## src/rtl/pc_sequencer.sv

```systemverilog
// Program-counter stage: holds the PC, selects next PC (jr/jump/branch/sequential),
// and runs a RUN/HALT/TRAP control FSM with a retired-fetch counter.
module pc_sequencer #(
    parameter int unsigned     WIDTH    = 32,
    parameter logic [WIDTH-1:0] RESET_PC = WIDTH'(32'h0000_0080)
) (
    input  logic             clk,
    input  logic             reset,
    input  logic             enable,
    input  logic             halt,
    input  logic             resume,
    input  logic             branch,
    input  logic [15:0]      imm,
    input  logic             jump,
    input  logic [25:0]      target,
    input  logic             jr,
    input  logic [WIDTH-1:0] rs_value,
    output logic [WIDTH-1:0] pc,
    output logic [WIDTH-1:0] pc4,
    output logic             running,
    output logic             misaligned,
    output logic [WIDTH-1:0] icount
);

    typedef enum logic [1:0] {
        S_RUN  = 2'd0,
        S_HALT = 2'd1,
        S_TRAP = 2'd2
    } state_t;

    state_t           state;
    state_t           state_next;
    logic [WIDTH-1:0] pc_next;
    logic [WIDTH-1:0] icount_next;
    logic [WIDTH-1:0] redirect;
    logic [WIDTH-1:0] jump_pc;
    logic [WIDTH-1:0] branch_off;

    assign pc4 = pc + WIDTH'(4);

    // Jump keeps the top bits of pc4 and replaces the low 28 with the word target.
    always_comb begin
        jump_pc       = pc4;
        jump_pc[27:0] = {target, 2'b00};
    end

    assign branch_off = {{(WIDTH - 18){imm[15]}}, imm, 2'b00};

    // Next-PC candidate; priority jr > jump > branch > sequential.
    always_comb begin
        redirect = pc4;
        if (jr) begin
            redirect = rs_value;
        end else if (jump) begin
            redirect = jump_pc;
        end else if (branch) begin
            redirect = pc4 + branch_off;
        end
    end

    // Control FSM next-state and datapath updates.
    always_comb begin
        state_next  = state;
        pc_next     = pc;
        icount_next = icount;
        case (state)
            S_RUN: begin
                if (halt) begin
                    state_next = S_HALT;
                end else if (jr && (rs_value[1:0] != 2'b00)) begin
                    state_next = S_TRAP;
                end else begin
                    pc_next     = redirect;
                    icount_next = icount + WIDTH'(1);
                end
            end
            S_HALT: begin
                if (resume) begin
                    state_next = S_RUN;
                end
            end
            S_TRAP: begin
                state_next = S_TRAP;
            end
            default: begin
                state_next = S_RUN;
            end
        endcase
    end

    // Status flags are registered alongside the state so they carry no input path.
    always_ff @(posedge clk or posedge reset) begin
        if (reset) begin
            state      <= S_RUN;
            pc         <= RESET_PC;
            icount     <= '0;
            running    <= 1'b1;
            misaligned <= 1'b0;
        end else if (enable) begin
            state      <= state_next;
            pc         <= pc_next;
            icount     <= icount_next;
            running    <= (state_next == S_RUN);
            misaligned <= (state_next == S_TRAP);
        end
    end

endmodule

```

## config.mk

```make
export PLATFORM = sky130hd
export DESIGN_NAME = pc_sequencer
export DESIGN_NICKNAME = d
export VERILOG_FILES = /design/src/rtl/pc_sequencer.sv
export SDC_FILE = /design/constraint.sdc
export NUM_CORES = 1
export LEC_CHECK = 0
export BUFFER_PORTS_ARGS = -buffer_cell sky130_fd_sc_hd__buf_2
export CAP_MARGIN = 20
export CORE_ASPECT_RATIO = 0.6
export CORE_MARGIN = 2
export CORE_UTILIZATION = 35
export DETAILED_ROUTE_END_ITERATION = 10
export HOLD_SLACK_MARGIN = 0.1
export REMOVE_ABC_BUFFERS = 1
export SLEW_MARGIN = 20
export SYNTH_ARGS = -nofsm -noshare
export SYNTH_HDL_FRONTEND = slang
export SYNTH_SLANG_ARGS = --single-unit
```

## constraint.sdc

```tcl
create_clock -name clk -period 5.52 [get_ports clk]
set_input_delay 0.828 -clock clk [delete_from_list [all_inputs] [get_ports clk]]
set_output_delay 0.828 -clock clk [all_outputs]
set_load 0.01 [all_outputs]
```

### Word level (Yosys, flattened, before mapping)

Cells that the tools add are included.

| storage, ports and cells | value |
|---|---|
| flip-flop bits (word level) | 68 |
| output and inout port bits | 98 |

| cells by class | value |
|---|---|
| $add $sub $neg | 3 |
| equal/unequal tests | 3 |
| multiplexer cells | 7 |
| bitwise logic cells | 2 |
| reduce and logical (&&, ||, !) cells | 5 |

Operators by type and width:

| kind | number |
|---|---|
| $mux 32 | 3 |
| $add 32x1->32 const B | 1 |
| $add 32x3->32 const B | 1 |
| $add 32x32->32 | 1 |
| $mux 2 | 3 |
| $pmux 2 s3 | 1 |
| $eq 2x2->1 const B | 2 |
| $logic_not 2->1 | 2 |
| $reduce_and 4->1 | 1 |
| $eq 2x1->1 const B | 1 |
| $not 1->1 | 2 |
| $reduce_bool 2->1 | 1 |
| $logic_and 1x1->1 | 1 |

### Logic depth before layout (Yosys ltp)

Gate-level depths: netlist (run 1).

| depth | value |
|---|---|
| depth after elaboration | 6 |
| gate-level depth with buffers | 16 |
| depth with buffers taken out | 15 |

### Worst setup path before layout (run 1)

No wires, ideal clock.

| timing | value |
|---|---|
| kind | register to register |
| start | reg pc[2] |
| end | reg pc[31] |
| arrival | 3.726 ns |
| path slack | 1.670 ns |
| cell stages (with the launch flop) | 17 |
| buffers on the path | 1 |
| path through | dfrtp_1 -> ha_1 -> nand2_1 -> nor4_1 -> and2_1 -> nand2_1 -> xnor2_1 -> ha_1 -> clkbuf_1 -> a21o_1 -> a21o_1 -> a21oi_1 -> nor2_1 -> a211oi_1 -> a21boi_0 -> mux2i_1 -> a211o_2 |

| on the way | value |
|---|---|
| cells in the longest elaborated chain, start to end | 5 |

RTL lines:

| what | line | source |
|---|---|---|
| start: declaration | 18 | `output logic [WIDTH-1:0] pc,` |
| start signal: assignment | 101 | `pc <= pc_next;` |
| $add 32x3->32 | 39 | `assign pc4 = pc + WIDTH'(4);` |
| via pc4[24] | 19 | `output logic [WIDTH-1:0] pc4,` |
| $add 32x32->32 | 57 | `redirect = pc4 + branch_off;` |
| $mux 32 | 56 | `end else if (branch) begin` |
| $mux 32 | 54 | `end else if (jump) begin` |
| $mux 32 | 52 | `if (jr) begin` |

The timed path passes the listed nets, and every way through them passes these cells.
A chain may end at the register's enable or synchronous reset.

### Worst setup path in the final report (run 1)

| timing | value |
|---|---|
| start | reg pc[2] |
| end | reg pc[31] |

| on the way | value |
|---|---|
| cells in the longest elaborated chain, start to end | 5 |

RTL lines:

| what | line |
|---|---|
| $add 32x3->32 (*) | 39 |
| $add 32x32->32 | 57 |
| $mux 32 | 56 |
| $mux 32 (*) | 54 |
| $mux 32 (*) | 52 |

Every way passes the cells marked *; elsewhere a longest branch is shown, timed or not.

==> results of run 1 <==
logic make-up (layout without fill, tap and decap cells):
group / after synthesis / in the layout / synth area share
adders and majority gates: 38 / 38 / 0.0854
other: 0 / 1 / 0
and+or+nand+nor: 249 / 249 / 0.225
muxes: 12 / 12 / 0.0219
AOI/OAI and AO/OA: 192 / 192 / 0.213
DFF: 68 / 68 / 0.301
xor gates and xnor gates: 80 / 80 / 0.124
buffers and inverters: 42 / 213 / 0.0294
power groups by stage:
| stage | combinational (mW) | clock, mW | sequential [mW] |
|---|---|---|---|
| 4_1_cts | 2.00 | 0.623 | 0.847 |
| 3_5_place_dp | 1.98 | 0 | 0.854 |
| 5_1_grt | 2.24 | 0.646 | 0.879 |
| 6_report | 2.01 | 0.609 | 0.850 |
| 2_1_floorplan | 1.30 | 0 | 0.863 |
| 3_3_place_gp | 1.99 | 0 | 0.852 |
through the flow:
step	std cells	util	area [sq um]	hold slack (ns)	setup slack, ns
floorplan	651	-	5530	0.490	1.76
finish	1056	0.451	7040	0.471	1.23
detailed placement	1039	0.432	6730	0.461	1.34
global route	1055	0.451	7040	0.503	0.948
global placement	1039	0.432	6730	0.459	1.49
CTS	1055	0.451	7040	0.475	1.31
layout make-up:
type                            instances  share of cell area
Clock inverter                          7              0.0117
Clock buffer                            9              0.0320
Inverter                               12             0.00640
Antenna cell                            1            0.000356
Sequential cell                        68               0.242
Multi-Input combinational cell        571               0.538
Tap cell                              203              0.0361
Timing Repair Buffer                  185               0.134
Yosys cell counts, types with 12 or more instances:
library cell,number,area (sq um)
xnor2_1,59,517
and3_1,15,93.8
ha_1,37,463
xor2_1,21,184
clkbuf_1,22,82.6
a211oi_1,12,90.1
nand4_1,17,106
dfrtp_1,66,1650
o21ai_0,38,190
nor3_1,14,70.1
nand2_1,66,248
nor2_1,59,221
nand3_1,39,195
inv_1,12,45.0
a21o_1,16,120
a21oi_1,61,305
metal layers:
layer,part of all wire,vias to the layer above
met5,0.00065,-
met4,0.0056,2
met3,0.088,12
met2,0.40,237
met1,0.50,2733
li1,-,2835
worst min path at each step:
stage,end,slack [ns]
global route,icount[31]$_DFFE_PP0P_,0.50
finish,icount[31]$_DFFE_PP0P_,0.47
floorplan,state[1]$_DFFE_PP0P_,0.49
CTS,icount[31]$_DFFE_PP0P_,0.48
detailed placement,icount[31]$_DFFE_PP0P_,0.46
global placement,icount[31]$_DFFE_PP0P_,0.46
critical path: stages (launching register included):
cell      delay, ns
dfrtp_1        0.45
ha_1           0.33
nand2_1        0.13
nor4_1         0.33
buf_4          0.23
and2_1         0.22
nand2_1        0.09
xnor2_1        0.42
ha_1           0.46
a21o_1         0.23
a21o_1         0.17
a21oi_1        0.17
nor2_1         0.07
a211oi_1       0.24
a21boi_0       0.19
mux2i_1        0.15
a211o_2        0.31
sequential cells by signal (all words and copies together) (netlist names):
signal and cells:
icount 32, misaligned 1, pc 32, running 1, state 2
==> key figures, run 1 <==
Critical path
  • Crit Path Class: flip-flop to flip-flop
  • Critical Path End: pc[31]$_DFFE_PP0P_
  • CP Launch Point: pc[2]$_DFFE_PP0P_
  • Worst R2R Start: pc[2]$_DFFE_PP0P_
  • Worst setup SP type: flip-flop
  • Worst Path Max Fanout: 10
  • WP data required: 5.75 ns
  • Setup crit end kind: flip-flop
  • WP data arrival: 4.52 ns
  • Reg2Reg Setup Slack: 1.23 ns
  • FF-to-FF End: pc[31]$_DFFE_PP0P_
  • Cells on worst reg2reg path: 16

Floorplanning
  • Number of top-level pins: 180
  • Starting density of the core: 0.363
  • Width of the die: between 150 and 200 microns
  • Core footprint: ~16,000 sq um
  • # rows: 35
  • Die area: roughly 17,000 sq um
  • Die H: 102 microns

Final layout
  • Sequential standard cell area: 1700 sq um
  • Commonest non-fill, non-tap cell in the layout: buf_2
  • Fraction of layout cells with a size suffix above 1: 0.262
  • Commonest non-fill, non-tap cells in the layout: buf_2 (179), nand2_1 (66), dfrtp_1 (66)
  • Post-layout nets: just under 1,000
  • FILL cells: between 1,500 and 2,000
  • Multi-input logic area: 3780 sq um
  • Synth-to-Final Area Change: 24.5%

Synthesis
  • Synth Cell Area: 5650 sq um
  • Post-synth EDFFs: 0
  • Syn Inst Count: 681
  • Post-synth top flop: dfrtp_1
  • Asr flop ratio synth: 1.00
  • Post-Syn Area per Cell: between 8 and 9 sq um
  • Seq cells post-synth: 68
  • Seq/Total Area, Yosys: 0.301
  • Yosys cell types: 64
  • Synthesis warning total: 0

Min path
  • Min-delay src: icount[31]$_DFFE_PP0P_
  • Hold Path Class: flip-flop to flip-flop
  • Hold path depth: 1

Route
  • Via count: 5,819
  • Final wirelength: about 20,000 microns
  • WL/cell: 18.8 microns
  • DRC: 0
  • Initial DRC count: 464
  • Via-to-Cell Ratio: 5.51
  • TritonRoute pass-1 iters: 4
  • Routed Antenna Nets: 0

Power and ir drop
  • Combinational share of power: 0.580
  • Net switching power: 1.64 mW
  • Sequential share of power: 0.245
  • Sw Share: 0.472
  • Total power: 3.47 mW
  • Clk network pwr share: 0.175
  • Int Pwr: between 1.5 and 2 mW
  • PwrDens: 493 nW/um^2
  • Pleak: 3.39 nW
  • Peak supply drop: 0.247 mV

Clock tree
  • TritonCTS buffer count: 9
  • Resize count post-CTS: 0
  • Hold-fix buffers at CTS: 0
  • Sink Count: 68
  • TritonCTS clock tree: done
  • Clock Root Buffer: clkbuf_16
  • CTS max path bufs: 2
  • CTS H-tree lvls: 3
  • Clock Latency Late Sink: approximately 0.34 ns
  • Clk slew on worst S/H paths: approximately 0.060 ns
  • Setup Buffers After CTS: 0

Global route
  • Largest net degree at the start of global routing: between 60 and 70
  • GRT busiest layer: met1
  • Initial antenna violation count: 2
  • Vias in the first global route: between 5,000 and 6,000
  • M3 GR Usage: 0.0693
  • First-pass GRT wire length: 31,200 microns
  • Met2 GRT Util: 0.336
  • Grt met1 use: 0.351
  • GRT Residual Overflow: 0
  • Tot GR Track Use: 0.234

STA
  • Min Tclk post-route: between 4 and 5 ns
  • Clock skew: 0.00660 ns
  • Least-Margin Pin Slew: 0.911 ns
  • Pins over their slew limit: 0
  • Endpoints failing hold: 0
  • Slew HR: 0.393
  • Setup TNS: 0 ns
  • Final period util: 0.777
  • RSZ-0062 raised after global routing: no
  • Setup violators final: 0
  • Fmax: 233 MHz

Placement
  • Post-DP HPWL: 15,200 microns
  • Input/output buffers: around 180
  • GPL Wtd Cong: 0.893

Run
  • Max-cap violations: 0

Run status
  • Status: finished clean
Note: power is estimated with default switching activity, not from simulation.
==> run 2, diff against run 1 <==
ABC_AREA = 1   (was unset)
clock period = 4.2 ns   (was 5.52 ns; I/O delays follow)
==> key figures, run 2 <==
Floorplanning
  • Core footprint: 20,000 sq um
  • Starting density of the core: 0.357
  • Number of top-level pins: 180
  • Width of the die: 188 microns
  • Die area: 21,500 sq um
  • # rows: 40
  • Die H: 114 microns

Critical path
  • Setup crit end kind: flip-flop
  • WP data arrival: 3.95 ns
  • CP Launch Point: pc[2]$_DFFE_PP0P_
  • Worst R2R Start: pc[2]$_DFFE_PP0P_
  • WP data required: 4.44 ns
  • Cells on worst reg2reg path: 22
  • Crit Path Class: flip-flop to flip-flop
  • Worst setup SP type: flip-flop
  • Worst Path Max Fanout: 8

Final layout
  • Synth-to-Final Area Change: 21.1%
  • Antenna cells: 0
  • Largest registers: icount x32, pc x32, state x2
  • Commonest non-fill, non-tap cells in the layout: nand2_1 (416), inv_1 (194), buf_2 (179)
  • Commonest non-fill, non-tap cell in the layout: nand2_1
  • Post-layout nets: 1,485
  • Fraction of layout cells with a size suffix above 1: 0.177

Global route
  • First-pass GRT wire length: 42,600 microns
  • Largest net degree at the start of global routing: 39
  • Vias in the first global route: 7,459
  • GRT Residual Overflow: 0
  • Tot GR Track Use: 0.259
  • Initial antenna violation count: 0

Clock tree
  • Clk slew on worst S/H paths: ~0.070 ns
  • CTS H-tree lvls: 3
  • Sink Count: between 60 and 70
  • TritonCTS clock tree: done
  • Clock Latency Late Sink: 0.35 ns
  • Clock Root Buffer: clkbuf_16
  • CTS max path bufs: 2
  • Setup Buffers After CTS: 0
  • TritonCTS buffer count: 9
  • Resize count post-CTS: 0
  • Hold-fix buffers at CTS: 0

Synthesis
  • Share of the synthesized area in the top cell type: 0.232
  • Seq cells post-synth: slightly below 70
  • Synth Cell Area: 7120 sq um
  • Post-synth EDFFs: 0
  • Synth cell count leaders: nand2_1 (416), inv_1 (195), nor2_1 (116)
  • Asr flop ratio synth: 1.00
  • Leading area contributor after synthesis: dfrtp_1
  • Most common cell in the synthesized netlist: nand2_1
  • Post-synth top flop: dfrtp_1
  • Synthesis warning total: 0
  • Yosys cell types: between 40 and 50
  • Seq/Total Area, Yosys: 0.239
  • Area contributors post-synth: dfrtp_1 (23%), nand2_1 (22%), inv_1 (10%)
  • Post-Syn Area per Cell: roughly 6 sq um
  • Syn Inst Count: 1,189

Run
  • Max-cap violations: 0

STA
  • Min Tclk post-route: 3.71 ns
  • Pins over their slew limit: 0
  • RSZ-0062 raised after global routing: no
  • Clock skew: about 0.012 ns
  • Endpoints failing hold: 0
  • Fmax: 270 MHz
  • Least-Margin Pin Slew: approximately 0.69 ns
  • Hold WS: 0.261 ns
  • Slew HR: 0.542
  • Setup violators final: 0
  • Final period util: 0.883
  • Setup TNS: 0 ns

Route
  • WL/cell: 16.8 microns
  • TritonRoute pass-1 iters: 5
  • Routed Antenna Nets: 0
  • Via-to-Cell Ratio: between 4 and 5
  • DRC: 0
  • Initial DRC count: 796
  • Final wirelength: 27,600 microns
  • Via count: around 8,000

Power and ir drop
  • Peak supply drop: 0.345 mV
  • Pleak: ~5 nW
  • PwrDens: 600 nW/um^2
  • Total power: 5.17 mW

Placement
  • GPL Wtd Cong: 0.958
  • Post-DP HPWL: 22,500 microns
  • Input/output buffers: 179

Run status
  • Status: finished clean

Min path
  • Hold Path Class: primary input to async pin
## run 2: final cells by class
type | count | area, sq um
fill | 2235 | 11300
multi-input combinational | 901 | 4570
sequential | 68 | 1700
timing repair buffer | 188 | 963
inverter | 197 | 739
tap | 273 | 342
clock buffer | 9 | 225
clock inverter | 7 | 73.8
## run 2: per-stage QoR
step | util | instance area (sq um) | cells | setup slack, ns
after floorplan | - | 7020 | 1166 | 1.33
after global routing | 0.432 | 8620 | 1643 | 0.117
final | 0.432 | 8620 | 1643 | 0.492
after global placement | 0.417 | 8320 | 1627 | 0.570
after CTS | 0.432 | 8620 | 1643 | 0.557
after detailed placement | 0.417 | 8320 | 1627 | 0.602
## run 2: logic make-up (layout without fill, tap and decap cells)
group	Yosys count	count (layout)	synth area share
and+or+nand+nor	695	695	0.421
adders and majority gates	38	38	0.0678
DFF	68	68	0.239
AOI/OAI and AO/OA	119	119	0.0937
xor gates and xnor gates	49	49	0.0603
buffers and inverters	220	401	0.118
## run 2: worst max-delay path, cell delays in order, from the launching register on
cell and delay [ns]:
dfrtp_1 0.51, ha_1 0.32, nand2_1 0.10, nor2_2 0.17, nand2_2 0.12, inv_1 0.11, nand2_1 0.08, inv_1 0.16
nand3_1 0.08, nand2_1 0.16, inv_1 0.08, ha_1 0.41, nand2_1 0.14, nor2_1 0.16, inv_1 0.10, nor2_1 0.22
nand3b_1 0.22, nand4_1 0.15, nand3_1 0.09, nand2_1 0.08, nand2_1 0.05, nand2_1 0.05, nand2_1 0.04
## run 2: report_power, final
group / switching [mW] / internal (mW) / total, mW
Clock: 0.325 / 0.463 / 0.788
Sequential: 0.283 / 0.831 / 1.11
Combinational: 2.17 / 1.10 / 3.27
Total: 2.78 / 2.40 / 5.17
## run 2: metal layers
metal | track usage | share of wire | vias to the layer above
li1 | - | - | 4083
met1 | 0.406 | 0.51 | 3743
met2 | 0.346 | 0.37 | 350
met3 | 0.0662 | 0.10 | 27
met4 | 0.0562 | 0.015 | 0
met5 | 0 | 0 | -
## run 2: worst paths after layout
path | to | slack [ns]
max in group asynchronous | running$_DFFE_PP1P_ | 3.08
setup reg to reg | pc[21]$_DFFE_PP0P_ | 0.49
hold reg to reg | icount[29]$_DFFE_PP0P_ | 0.50
hold / removal | pc[23]$_DFFE_PP0P_ | 0.26
min in group clk | icount[29]$_DFFE_PP0P_ | 0.50
setup / recovery | pc[21]$_DFFE_PP0P_ | 0.49
